[src/rtl/vpg_seq_pkg.sv]
// Shared types and constants for the video pattern generator sequencer.
package vpg_seq_pkg;

  typedef enum logic [2:0] {
    StReq,
    StWaitUnlock,
    StWaitLock,
    StSettle,
    StRun
  } seq_state_e;

  localparam logic [2:0] WORD_BLANK = 3'd0;
  localparam logic [2:0] WORD_HELLO = 3'd1;
  localparam logic [2:0] WORD_DEAF  = 3'd2;
  localparam logic [2:0] WORD_YOU   = 3'd3;
  localparam logic [2:0] WORD_ME    = 3'd4;
  localparam logic [2:0] WORD_SIGN  = 3'd5;

  localparam int unsigned NUM_WORDS = 5;

  // Entry 0 is the word shown first after entering auto mode.
  localparam logic [NUM_WORDS-1:0][2:0] PLAYLIST =
      {WORD_SIGN, WORD_ME, WORD_YOU, WORD_DEAF, WORD_HELLO};

  localparam int unsigned LOCK_TIMEOUT = 5000000;
  localparam int unsigned MAX_RETRY    = 3;

  // Playlist index step with wrap back to entry 0.
  function automatic logic [2:0] next_idx(input logic [2:0] idx);
    return (idx == 3'(NUM_WORDS - 1)) ? 3'd0 : idx + 3'd1;
  endfunction

endpackage

[src/rtl/vpg_seq_debounce.sv]
// Pushbutton conditioner: 2-flop synchroniser, stability counter and a one-cycle
// pulse on each debounced rising edge.
module vpg_seq_debounce #(
  parameter int unsigned DEBOUNCE_CYCLES = 1000000
) (
  input  logic clk,
  input  logic reset,
  input  logic btn_i,
  output logic rise_o
);

  localparam int unsigned CntW = $clog2(DEBOUNCE_CYCLES + 1);

  logic             btn_meta;
  logic             btn_sync;
  logic             level_q;
  logic [CntW-1:0]  cnt_q;

  // Bring the raw button into the clk domain.
  always_ff @(posedge clk) begin
    btn_meta <= btn_i;
    btn_sync <= btn_meta;
  end

  // Accept a new level only after it has differed for DEBOUNCE_CYCLES cycles in a row.
  always_ff @(posedge clk) begin
    if (reset) begin
      level_q <= 1'b0;
      cnt_q   <= '0;
      rise_o  <= 1'b0;
    end else begin
      rise_o <= 1'b0;
      if (btn_sync == level_q) begin
        cnt_q <= '0;
      end else if (cnt_q == CntW'(DEBOUNCE_CYCLES - 1)) begin
        level_q <= btn_sync;
        cnt_q   <= '0;
        rise_o  <= btn_sync;
      end else begin
        cnt_q <= cnt_q + CntW'(1);
      end
    end
  end

endmodule

[src/rtl/vpg_sequencer.sv]
// Video pattern generator control: mode handshake with the PLL controller and
// frame-aligned word scheduling. Define VPG_SEQ_WATCHDOG_EN to add the
// lock-timeout retry logic and the sticky lock_err flag.
module vpg_sequencer
  import vpg_seq_pkg::*;
#(
  parameter int unsigned DEBOUNCE_CYCLES = 1000000,
  parameter int unsigned FRAMES_PER_WORD = 120,
  parameter int unsigned SETTLE_FRAMES   = 2,
  parameter int unsigned UNLOCK_WAIT     = 1024,
  parameter bit          VS_ACTIVE_LOW   = 1'b1
`ifdef VPG_SEQ_WATCHDOG_EN
  , parameter int unsigned LOCK_TIMEOUT_CYCLES = LOCK_TIMEOUT
`endif
) (
  input  logic       clk,
  input  logic       reset,
  input  logic [3:0] mode_req,
  input  logic [2:0] sw,
  input  logic       auto_en,
  input  logic       next_btn,
  input  logic       vpg_vs,
  input  logic       pll_locked,
  output logic [3:0] mode,
  output logic       mode_change,
  output logic [2:0] word_sel,
  output logic       blank,
  output logic       busy,
  output logic       lock_err
);

  localparam int unsigned WaitW   = $clog2(UNLOCK_WAIT + 1);
  localparam int unsigned SettleW = $clog2(SETTLE_FRAMES + 1);
  localparam int unsigned FrameW  = $clog2(FRAMES_PER_WORD + 1);

  seq_state_e        state;
  logic [WaitW-1:0]  wait_cnt;
  logic [SettleW-1:0] settle_cnt;
  logic [FrameW-1:0] frame_cnt;
  logic [2:0]        play_idx;
  logic              auto_run;
  logic              pending;

  logic vs_meta, vs_sync, vs_prev;
  logic lock_meta, locked_s;
  logic frame_tick;
  logic btn_rise;

  logic              mode_diff;
  logic [FrameW-1:0] frame_inc;
  logic              expire;
  logic [2:0]        idx_adv;

  // Synchronisers; vs is normalised so 1 means sync asserted.
  always_ff @(posedge clk) begin
    vs_meta   <= vpg_vs ^ VS_ACTIVE_LOW;
    vs_sync   <= vs_meta;
    vs_prev   <= vs_sync;
    lock_meta <= pll_locked;
    locked_s  <= lock_meta;
  end

  assign frame_tick = vs_sync & ~vs_prev;

  vpg_seq_debounce #(
    .DEBOUNCE_CYCLES(DEBOUNCE_CYCLES)
  ) u_btn (
    .clk   (clk),
    .reset (reset),
    .btn_i (next_btn),
    .rise_o(btn_rise)
  );

  assign mode_diff = (mode_req != mode);
  assign frame_inc = frame_cnt + FrameW'(1);
  assign expire    = (frame_inc == FrameW'(FRAMES_PER_WORD));
  assign idx_adv   = next_idx(play_idx);

`ifdef VPG_SEQ_WATCHDOG_EN
  localparam int unsigned LockW = $clog2(LOCK_TIMEOUT_CYCLES + 1);

  logic [LockW-1:0] lock_cnt;
  logic [1:0]       retry_cnt;
  logic             lock_err_q;

  assign lock_err = lock_err_q;
`else
  assign lock_err = 1'b0;
`endif

  // Sequencer FSM with all outputs registered.
  always_ff @(posedge clk) begin
    if (reset) begin
      state       <= StReq;
      mode        <= '0;
      mode_change <= 1'b0;
      word_sel    <= WORD_BLANK;
      blank       <= 1'b1;
      busy        <= 1'b1;
      wait_cnt    <= '0;
      settle_cnt  <= '0;
      frame_cnt   <= '0;
      play_idx    <= '0;
      auto_run    <= 1'b0;
      pending     <= 1'b0;
`ifdef VPG_SEQ_WATCHDOG_EN
      lock_cnt    <= '0;
      retry_cnt   <= '0;
      lock_err_q  <= 1'b0;
`endif
    end else begin
      mode_change <= 1'b0;
      // Button presses and auto-mode history are meaningless outside RUN.
      if (state != StRun) begin
        pending  <= 1'b0;
        auto_run <= 1'b0;
      end

      unique case (state)
        StReq: begin
          mode        <= mode_req;
          mode_change <= 1'b1;
          wait_cnt    <= '0;
          state       <= StWaitUnlock;
        end

        // Timeout covers reconfigurations that never drop lock.
        StWaitUnlock: begin
          if (!locked_s || wait_cnt == WaitW'(UNLOCK_WAIT - 1)) begin
            state <= StWaitLock;
`ifdef VPG_SEQ_WATCHDOG_EN
            lock_cnt <= '0;
`endif
          end else begin
            wait_cnt <= wait_cnt + WaitW'(1);
          end
        end

        StWaitLock: begin
`ifdef VPG_SEQ_WATCHDOG_EN
          // Once lock_err is set the FSM parks here until reset.
          if (!lock_err_q) begin
            if (locked_s) begin
              state      <= StSettle;
              settle_cnt <= '0;
              retry_cnt  <= '0;
            end else if (lock_cnt == LockW'(LOCK_TIMEOUT_CYCLES - 1)) begin
              lock_cnt <= '0;
              if (retry_cnt == 2'(MAX_RETRY)) begin
                lock_err_q <= 1'b1;
              end else begin
                retry_cnt <= retry_cnt + 2'd1;
                state     <= StReq;
              end
            end else begin
              lock_cnt <= lock_cnt + LockW'(1);
            end
          end
`else
          if (locked_s) begin
            state      <= StSettle;
            settle_cnt <= '0;
          end
`endif
        end

        // A mode request that arrived while waiting is honoured here.
        StSettle: begin
          if (frame_tick) begin
            if (settle_cnt == SettleW'(SETTLE_FRAMES - 1)) begin
              if (mode_diff) begin
                state <= StReq;
              end else begin
                state <= StRun;
                blank <= 1'b0;
                busy  <= 1'b0;
              end
            end else begin
              settle_cnt <= settle_cnt + SettleW'(1);
            end
          end
        end

        StRun: begin
          if (mode_diff) begin
            state    <= StReq;
            word_sel <= WORD_BLANK;
            blank    <= 1'b1;
            busy     <= 1'b1;
          end else if (!auto_en) begin
            pending  <= 1'b0;
            auto_run <= 1'b0;
            if (frame_tick) word_sel <= sw;
          end else begin
            // A tick consumes any pending press; a press on the tick itself waits.
            if (frame_tick) begin
              pending <= btn_rise;
            end else if (btn_rise) begin
              pending <= 1'b1;
            end
            if (frame_tick) begin
              if (!auto_run) begin
                auto_run  <= 1'b1;
                play_idx  <= '0;
                frame_cnt <= '0;
                word_sel  <= PLAYLIST[0];
              end else if (pending || expire) begin
                // Press and expiry on the same tick still advance only once.
                play_idx  <= idx_adv;
                frame_cnt <= '0;
                word_sel  <= PLAYLIST[idx_adv];
              end else begin
                frame_cnt <= frame_inc;
              end
            end
          end
        end

        default: state <= StReq;
      endcase
    end
  end

endmodule

[config.mk]
export PLATFORM = sky130hd
export DESIGN_NAME = vpg_sequencer
export DESIGN_NICKNAME = d
export VERILOG_FILES = /design/src/rtl/vpg_seq_pkg.sv /design/src/rtl/vpg_seq_debounce.sv /design/src/rtl/vpg_sequencer.sv
export SDC_FILE = /design/constraint.sdc
export NUM_CORES = 1
export LEC_CHECK = 0
export ABC_AREA = 1
export CORE_MARGIN = 2
export CORE_UTILIZATION = 59
export DETAILED_ROUTE_END_ITERATION = 6
export PLACE_DENSITY_LB_ADDON = 0.05
export SYNTH_ARGS = -nofsm -noshare
export SYNTH_HDL_FRONTEND = slang
export SYNTH_HIERARCHICAL = 1
export SYNTH_SLANG_ARGS = --single-unit
[constraint.sdc]
create_clock -name clk -period 1.8 [get_ports clk]
set_input_delay 0.36 -clock clk [delete_from_list [all_inputs] [get_ports clk]]
set_output_delay 0.36 -clock clk [all_outputs]
set_load 0.02 [all_outputs]
==> impl_results.md <==
- Worst-path clk slew: 0.08 ns
- Final period utilization: 95.5%
- VDD IR max: 0.000744 V
- Clk network pwr share: 31.3%
- Worst min path class: reg -> reg
- Leakage Power: 1.59 nW
- Fraction of registers with async set/reset: 0%
- Worst Path Max Fanout: 3
- Initial antenna violation count: 0
- Fill cell count: 474
- #FFs+latches synth: 66
- Max-slew violation total from the final report: 0
- Area after DPL: 3800 um2
- Main synth FF type: dfxtp_1
- Register area share after synthesis: 38.3%
- Tmin final: 1.72 ns
- Largest net degree at the start of global routing: 20
- Vias/cell: 5.20
- Fin area: 4020 um2
- Flop pwr share: 42.1%
- DRT Pass-1 Iters: 5
- Final Hold Fails: 0
- Buf/Inv on CP: 1
- Vias in the first global route: 2778
- Root Driver: clkbuf_8
- Critical-path cell with the highest stage delay: clkdlybuf4s50_1
- EDFF count, synth: 0
- Crit path arrival time: 1.36 ns
- Setup bufs post-CTS: 0
- Crit path cell chain: clkdlybuf4s50_1
- Antenna Nets Post-Route: 0
- Via count: 3144
- CTS resizes: 0
- Fin util: 72.2%
- Yosys top cell area share: 38.3%
- CP startpoint: mode[3]$_SDFFE_PP0P_
- Synth-to-Final Area Change: 16.7%
- CTS tree: built
- Die width: 80.5 um
- Post-Route WL: 6950 um
- Largest area contributor in the netlist: dfxtp_1
- Grt ovf: 0
- Post-Syn Area: 3450 um2
- Finished Layout Cells: 605
- Effective utilization at floorplan: 61.9%
- Outcome: finished, final reports clean
- Largest stage delay, worst path: 0.62 ns
- Io pins: 24
- Relative slew slack: 66.7%
- Gate Count Post-Synth: 490
- CTS buffer count: 9
- Layout cells sized above 1: 11.8%
- Nets: 548
- Row cnt: 27
- R2R Path Start: frame_cnt[0]$_SDFFE_PP0P_
- Tot Pwr: 0.00404 W
- Initial DRC Count: 160
- Buffers added on ports: 22
- Least-Margin Pin Slew: 0.498 ns
- Total track usage: 23.2%
- Die area: 6470 um2
- WP data required: 1.44 ns
- Int Pwr: 0.00273 W
- Max Cap Viol: 0
- CP endpoint kind: primary output
- Core box area: 5570 um2
- Drc violations: 0
- Post-placement cell count: 589
- Synth warn: 6
- DPL Wire Length: 5100 um
- Sw Ratio: 32.3%
- Synth area leaders: dfxtp_1, nand2_1, nor2_1
- Power per cell area: 1000 nW/um2
- Logic pwr share: 26.5%
- Antenna cells: 0
- Crit-path leading delay family: buffers and inverters
- NetSw: 0.00131 W
- Synth cell types: 39
- CTS Hold Bufs: 0
- Die height: 80.5 um
- Final setup vio count: 0
- WL/cell: 11.5 um
- Commonest non-fill, non-tap cells in the layout: nand2_1, nor2_1, dfxtp_1
- Global-route wire length before repair: 11700 um
- Longest Clk Path Bufs: 2
- Gpl congestion: 0.833
- CTS H-tree lvls: 3
- Hold wc startpoint: u_btn/btn_meta$_DFF_P_
- Worst skew pair latency: 0.34 ns
- Worst setup SP type: flop
- Clock Sink Count: 66
- Leading cell type in the layout, fill and taps excluded: nand2_1
- Post-Syn Nets: 510
- Fmax: 582 MHz
- Syn avg cell area: 7.04 um2
- Setup CP Type: reg -> out
- Clk_skew: 0.00925 ns
-- path summary, 6_finish.rpt --
kind	end	slack, ns	cells after the start
max	mode[3]	0.08	1
min	u_btn/btn_sync$_DFF_P_	0.33	0
max reg2reg	frame_cnt[4]$_SDFFE_PP0P_	0.17	12
min reg2reg	u_btn/btn_sync$_DFF_P_	0.33	0
-- logic make-up (layout without fill, tap and decap cells) --
logic type	after synthesis	count (layout)	synth area share [%]
other	1	1	0.109
adder cells (fa/ha/maj)	7	7	2.54
flip-flops	66	66	38.3
AND/OR/NAND/NOR	286	286	38.4
XOR/XNOR	17	17	4.32
buffers and inverters	58	101	7.18
AO/OA/AOI/OAI	55	55	9.11
-- cell usage after synthesis, drive strengths merged (2+ instances only) --
| master | instances |
|---|---|
| o21bai | 3 |
| ha | 7 |
| inv | 51 |
| nor2 | 94 |
| clkbuf | 2 |
| nand3b | 2 |
| dfxtp | 66 |
| buf | 5 |
| xor2 | 14 |
| o211ai | 2 |
| a21oi | 30 |
| nand4 | 10 |
| nor3 | 7 |
| o21ai | 14 |
| or2 | 4 |
| nand2 | 126 |
| a22o | 4 |
| xnor2 | 3 |
| nand3 | 41 |
-- sequential cells by signal (all words and copies together) (netlist names), 2 cells and up --
register,flops
u_btn/cnt_q,20
wait_cnt,11
frame_cnt,7
mode,4
play_idx,3
state,3
word_sel,3
settle_cnt,2
-- power by group through the flow --
| stage | sequential [W] | combinational, W | clock [W] |
|---|---|---|---|
| 3_3_place_gp | 0.00173 | 0.00104 | 0 |
| 2_1_floorplan | 0.00180 | 0.000661 | 0 |
| 5_1_grt | 0.00172 | 0.00121 | 0.00134 |
| 4_1_cts | 0.00170 | 0.00106 | 0.00130 |
| 6_report | 0.00170 | 0.00107 | 0.00126 |
| 3_5_place_dp | 0.00173 | 0.00105 | 0 |
-- area by class of cell --
type                       count  area (um2)  area share [%]
clock buffer                  12         155            3.86
multi-input combinational    366        1890            46.9
sequential                    66        1320            32.9
inverter                      51         194            4.82
timing repair buffer          34         323            8.02
tap                           72        90.1            2.24
clock inverter                 4        50.0            1.24
-- per-stage QoR --
step                setup WS [ns]  hold slack [ns]  setup TNS [ns]
finish                     0.0807            0.328               0
global route              -0.0265            0.332          -0.143
CTS                        0.0651            0.330               0
detailed placement         -0.134            0.315           -1.77
global placement          -0.0986            0.311          -0.777
floorplan                   0.190            0.310               0
-- metal layers --
metal | track usage (%) | wire length, um | vias to the layer above
li1 | - | - | 1649
met1 | 30.8 | 3380 | 1397
met5 | 0 | 0 | -
met2 | 36.6 | 3130 | 90
met3 | 5.17 | 354 | 8
met4 | 9.15 | 90 | 0
(Power assumes the default switching activity.)
